[src/rtl/logic_flip_unit.sv]
// Registered eight-op bitwise logic unit with valid/ready handshake and a chaining accumulator.
// Optional even-parity output register is enabled by defining LOGICFLIP_PARITY_EN.
module logic_flip_unit #(
  parameter int WIDTH = 8,
  parameter int CNT_W = 16
) (
  input  logic             clk,
  input  logic             rst,
  input  logic             in_valid,
  output logic             in_ready,
  input  logic [WIDTH-1:0] a,
  input  logic [WIDTH-1:0] b,
  input  logic [2:0]       op,
  input  logic             acc,
  input  logic             clr,
  output logic             out_valid,
  input  logic             out_ready,
  output logic [WIDTH-1:0] c,
  output logic             zero,
  output logic [CNT_W-1:0] xfer_cnt
`ifdef LOGICFLIP_PARITY_EN
  ,
  output logic             par
`endif
);

  localparam logic [2:0] OP_AND  = 3'd0;
  localparam logic [2:0] OP_OR   = 3'd1;
  localparam logic [2:0] OP_XOR  = 3'd2;
  localparam logic [2:0] OP_NAND = 3'd3;
  localparam logic [2:0] OP_NOR  = 3'd4;
  localparam logic [2:0] OP_XNOR = 3'd5;
  localparam logic [2:0] OP_ANDN = 3'd6;

  function automatic logic [WIDTH-1:0] logic_op(input logic [2:0]       sel,
                                                input logic [WIDTH-1:0] x,
                                                input logic [WIDTH-1:0] y);
    logic [WIDTH-1:0] r;
    case (sel)
      OP_AND:  r = x & y;
      OP_OR:   r = x | y;
      OP_XOR:  r = x ^ y;
      OP_NAND: r = ~(x & y);
      OP_NOR:  r = ~(x | y);
      OP_XNOR: r = ~(x ^ y);
      OP_ANDN: r = x & ~y;
      default: r = x;
    endcase
    return r;
  endfunction

  logic [WIDTH-1:0] acc_q;
  logic [WIDTH-1:0] bsel_p0;
  logic [WIDTH-1:0] f_p0;
  logic             in_xfer;
  logic             out_xfer;

  assign in_ready = !out_valid || out_ready;
  assign in_xfer  = in_valid && in_ready;
  assign out_xfer = out_valid && out_ready;

  // A same-cycle clear makes the accumulator look all-ones to this operation.
  assign bsel_p0 = acc ? (clr ? {WIDTH{1'b1}} : acc_q) : b;
  assign f_p0    = logic_op(op, a, bsel_p0);

  // Output stage: result, flags, accumulator and counter update on input transfer.
  always_ff @(posedge clk or posedge rst) begin
    if (rst) begin
      c         <= '0;
      zero      <= 1'b0;
      out_valid <= 1'b0;
      acc_q     <= {WIDTH{1'b1}};
      xfer_cnt  <= '0;
    end else if (in_xfer) begin
      c         <= f_p0;
      zero      <= (f_p0 == '0);
      out_valid <= 1'b1;
      acc_q     <= f_p0;
      xfer_cnt  <= xfer_cnt + 1'b1;
    end else begin
      if (out_xfer)
        out_valid <= 1'b0;
      // A stalled output freezes the accumulator along with everything else.
      if (clr && in_ready)
        acc_q <= {WIDTH{1'b1}};
    end
  end

`ifdef LOGICFLIP_PARITY_EN
  always_ff @(posedge clk or posedge rst) begin
    if (rst)
      par <= 1'b0;
    else if (in_xfer)
      par <= ^f_p0;
  end
`endif

endmodule

[config.mk]
export PLATFORM = sky130hd
export DESIGN_NAME = logic_flip_unit
export DESIGN_NICKNAME = d
export VERILOG_FILES = /design/src/rtl/logic_flip_unit.sv
export SDC_FILE = /design/constraint.sdc
export NUM_CORES = 1
export LEC_CHECK = 0
export ABC_AREA = 1
export BUFFER_PORTS_ARGS = -buffer_cell sky130_fd_sc_hd__buf_2
export CAP_MARGIN = 20
export CORE_ASPECT_RATIO = 1.25
export CORE_MARGIN = 2
export CORE_UTILIZATION = 50
export DETAILED_ROUTE_END_ITERATION = 6
export PLACE_DENSITY = 0.81
export SKIP_LAST_GASP = 1
export SLEW_MARGIN = 5
export SYNTH_ARGS = -nofsm -noshare
export SYNTH_HDL_FRONTEND = slang
export SYNTH_SLANG_ARGS = --single-unit
[constraint.sdc]
create_clock -name clk -period 1.5 [get_ports clk]
set_input_delay 0.15 -clock clk [delete_from_list [all_inputs] [get_ports clk]]
set_output_delay 0.15 -clock clk [all_outputs]
set_load 0.05 [all_outputs]
# Word level (Yosys, flattened, before mapping)
# Index checks and enable logic that the tools add are counted.
[classes] bitwise_logic=8 mux=7 add_sub_neg=1 n_reduce_logical=9 n_eq_ne=6
[ops] op="$pmux W8 S7" n=1
[ops] op="$mux W8" n=4
[ops] op="$not A8 Y8" n=4
[ops] op="$add A16 B1 Y16 const B" n=1
[ops] op="$and A8 B8 Y8" n=2
[ops] op="$eq A3 B3 Y1 const B" n=3
[ops] op="$logic_not A8 Y1" n=1
[ops] op="$or A8 B8 Y8" n=1
[ops] op="$xor A8 B8 Y8" n=1
[ops] op="$eq A3 B2 Y1 const B" n=2
[ops] op="$reduce_bool A2 Y1" n=2
[ops] op="$eq A3 B1 Y1 const B" n=1
[ops] op="$logic_and A1 B1 Y1" n=3
[ops] op="$logic_not A3 Y1" n=1
[ops] op="$mux W1" n=2
[ops] op="$logic_not A1 Y1" n=1
[ops] op="$logic_or A1 B1 Y1" n=1
[word_totals] input_bits=25 regBits=34 out_inout_bits=27

# Logic depth before layout (Yosys ltp)
[logic_depth] word_depth=6 depth_mapped=16 ltp_nobuf=16

# Least setup slack after synthesis
# No wires, ideal clock.
[synth_timing] path_kind="register to register" start="register xfer_cnt[0]" end="register xfer_cnt[14]" n_path_buf=0 stages_incl_launch_ff=8 path_slack_ns=-0.382 arrival_time_ns=1.801 setup_time_ns=0.082 path_cell_list="dfrtp_1 > ha_1 > nand3_1 > nor2_4 > nand3_2 > nand3b_1 > nor2_1 > xor2_1"
[synth_between] elab_chain_len=1
[synth_lines] item="from (decl)" line="20" source="output logic [CNT_W-1:0] xfer_cnt"
[synth_lines] item="from (signal assigned)" line="79" source="xfer_cnt <= xfer_cnt + 1'b1;"
[synth_lines] item="$add A16 B1 Y16" line="79"
# No other way between the ends.
# A chain may end at the register's enable or synchronous reset.

# Final worst setup path
[layout_timing] start="register acc_q[6]" end="register zero"
[layout_between] elab_chain_len=6 elab_cells_between_ends=12 classes_between="mux (3); bitwise (8); reduce/logical (1)"
[layout_lines] item="from (decl)" line="52" source="logic [WIDTH-1:0] acc_q;"
[layout_lines] item="from (signal assigned)" line="72" source="acc_q <= {WIDTH{1'b1}};"
[layout_lines] item="from (signal assigned)" line="78" source="acc_q <= f_p0;"
[layout_lines] item="from (signal assigned)" line="85" source="acc_q <= {WIDTH{1'b1}};"
[layout_lines] item="$mux W8 * (2 in a row)" line="63" source="assign bsel_p0 = acc ? (clr ? {WIDTH{1'b1}} : acc_q) : b;"
[layout_lines] item="$not A8 Y8 (tied with other cells)" line="46" source="OP_ANDN: r = x & ~y;"
[layout_lines] item="$and A8 B8 Y8 (tied with other cells)" line="46"
[layout_lines] item="$pmux W8 S7 *" line="39" source="case (sel)"
[layout_lines] item="$logic_not A8 Y1 *" line="76" source="zero <= (f_p0 == '0);"
[layout_lines] item="to (signal assigned)" line="76"
[layout_lines] item="to (decl)" line="19" source="output logic zero,"
# Mark *: on every way between the ends. The rest lies on a longest branch, timed or not.

==> impl_results.md <==
* Die area at 5570 µm²
* Total GRT Usage at 22.2%
* Root Driver: clkbuf_8
* Setup ws final at -0.208 ns
* Maximum vdd drop at 441 µV
* Die width at around 67 µm
* Seq/Total Area, Yosys at 34.6%
* Fin nets at 462
* Yosys warning count at 0
* Clk slew on worst S/H paths at about 0.070 ns
* Failing checks: negative setup slack
* Skew-Pair Late Insertion Delay at 0.29 ns
* Synth Instances at 350
* Worst relative slew slack at 72.1%
* GR Overflow Total at 0
* Area growth syn-to-layout at 29.4%
* Period Utilization, post-route at 114%
* Crit. End Element: register
* DR WL/cell at approximately 13 µm
* Core Area at between 4000 and 5000 µm²
* Fraction of layout cells with a size suffix above 1 at about a third
* Die Span Y at 82.9 µm
* Worst EP required at around 1.7 ns
* Worst-case clock buffer depth at 2
* Tot Pwr at between 3 and 4 mW
* Initial Utilization at 52.3%
* Vias/cell at between 4 and 5
* Fill cells at around 400
* Worst Clk Skew at 0.00752 ns
* Std-Cell Rows at 28
* Pwr Density at 1120 nW/µm²
* Vias in the first global route at 2278
* Drt first pass iters at 4
* Worst Max-Slew Pin Slew at between 0.4 and 0.5 ns
* Fin Setup TNS at -1.65 ns
* Crit Path Category: reg -> reg
* Num ports at 52
* Drc violations at 0
* Sink Count at 34
* Critical path arrival at about 1.9 ns
* Post-Syn Nets at 384
* Vias at 2434
* HPWL Detailed at 4620 µm
* PortBufs at a little over 50
* Final hold vios at 0
* Ant diodes at 0
* Largest net degree at the start of global routing at 35
* Gpl congestion at between 0.8 and 0.9
* R2r setup slk at -0.21 ns
* Detail Route Antenna Nets at 0
* Post-synth EDFFs at 0
* Syn Area/Cell at 7.12 µm²
* Crit start category: register
* CP max FO at 2
* Final-report max-slew violation count at 0
* FMAX at around 590 MHz
* Initial antenna violation count at 0
* Minimum clock period at roughly 1.7 ns
* Num CTS Buffers at 5
* Hold crit path type: in -> reg
* Final Setup Violations at 17
* Synth Flop Type: dfrtp_1
* First-pass GRT wire length at approximately 9800 µm
* Initial drt markers at 136
* Outcome: finished, violations left
* Cell Area, Synth at around 2500 µm²
* Register bit total from synthesis at 34
* H-tree levels at 2
* Storage element area at just under 900 µm²
* Leakage at approximately 1.8 nW
* Max-Cap Viols at 0
* Unrepaired setup endpoints after global routing: yes
* CTS tree: yes
* Async SR Flop Fraction at 100%
* Library cells used by synthesis at 34
* Multi-input logic area at 1490 µm²
* DRT Wirelength at between 6000 and 7000 µm
-- cell usage in the layout, fill, tap and decap left out, drive strengths merged --
cell type	synthesis	final
a21oi	10	10
buf	5	76
clkbuf	1	7
clkinv	0	1
dfrtp	26	26
dfstp	8	8
dlygate4sd3	0	1
ha	9	9
inv	61	61
nand2	111	111
nand3	25	25
nand3b	2	2
nand4	7	7
nor2	51	51
nor3	5	5
o211ai	1	1
o21ai	7	7
o22ai	2	2
or2	7	7
xnor2	6	6
xor2	6	6
-- cells by family after synthesis --
family	share of synthesized area (%)
AO/OA/AOI/OAI	4.97
XOR/XNOR	4.22
adder cells (fa/ha/maj)	4.52
buffers and inverters	12.0
flip-flops	34.6
AND/OR/NAND/NOR	39.8
-- where the power goes --
part | leakage, nW | switching, mW | internal [mW]
Combinational | 1.35 | 1.09 | 0.505
Clock | 0.0482 | 0.328 | 0.370
Sequential | 0.393 | 0.190 | 1.13
-- flip-flops by register name (all words and copies together), names as in the netlist --
signal and flops:
xfer_cnt 16, c 8, acc_q 8, out_valid 1, zero 1
-- timing repair --
item	4_1_cts	5_1_grt
hold buffers	1	0
endpoints found under the setup margin	18	19
pin swaps	15	21
gates resized for setup	14	12
setup buffers	5	6
endpoints found under the hold margin	26	0
-- Yosys cell counts, types with 3 or more instances --
| cell | number | area (µm²) |
|---|---|---|
| xor2_1 | 6 | 52.6 |
| xnor2_1 | 6 | 52.6 |
| dfstp_2 | 8 | 210 |
| nand2_1 | 106 | 398 |
| nand3_2 | 6 | 60.1 |
| a21oi_1 | 9 | 45.0 |
| o21ai_0 | 3 | 15.0 |
| o21ai_2 | 4 | 35.0 |
| nand3_1 | 17 | 85.1 |
| nand2_4 | 3 | 33.8 |
| inv_1 | 58 | 218 |
| nor2_1 | 47 | 176 |
| nand4_1 | 7 | 43.8 |
| dfrtp_1 | 26 | 651 |
| or2_1 | 3 | 18.8 |
| buf_6 | 4 | 45.0 |
| ha_1 | 9 | 113 |
-- stage by stage --
stage	hold WS, ns	std cells	instance area (µm²)	worst slack, ns	utilization [%]
3_3_place_gp	0.255	469	2930	-0.317	61.4
6_report	0.126	489	3220	-0.208	67.6
2_1_floorplan	0.261	350	2540	-0.128	-
3_5_place_dp	0.259	469	2930	-0.342	61.4
5_1_grt	0.151	489	3220	-0.336	67.6
4_1_cts	0.121	483	3120	-0.225	65.6
-- final cells by class --
class	instances	area share, %
inverter	61	7.26
multi-input combinational	249	46.2
sequential	34	26.9
timing repair buffer	77	14.4
tap	60	2.33
clock buffer	7	2.68
clock inverter	1	0.155
-- per-layer routing --
layer	global-route usage, %	vias to the layer above	wire [µm]
li1	-	1236	-
met3	3.39	16	308
met5	0	-	0
met1	25.6	1111	2390
met2	39.1	71	3250
met4	9.83	0	182
-- path summary, 6_finish.rpt --
| kind | startpoint | to | depth (start not counted) |
|---|---|---|---|
| setup / recovery | acc_q[6] | zero | 14 |
| hold / removal | in_valid | out_valid | 3 |
| setup reg to reg | acc_q[6] | zero | 14 |
| hold reg to reg | acc_q[4] | acc_q[4] | 2 |
| max in group asynchronous | rst | acc_q[4] | 4 |
| min in group asynchronous | rst | xfer_cnt[15] | 4 |
-- critical path: stages (launching register included) --
cell,delay [ns]
dfstp_2,0.53
inv_2,0.04
nand3_2,0.06
nand2_2,0.07
inv_2,0.07
ha_4,0.19
nand4_1,0.08
nand3_1,0.08
nor2_1,0.10
nand2_1,0.10
nand2_1,0.08
nand3_1,0.06
nor2_1,0.09
nand2_1,0.05
nand2_1,0.05
Power figures use the tool's default switching activity.
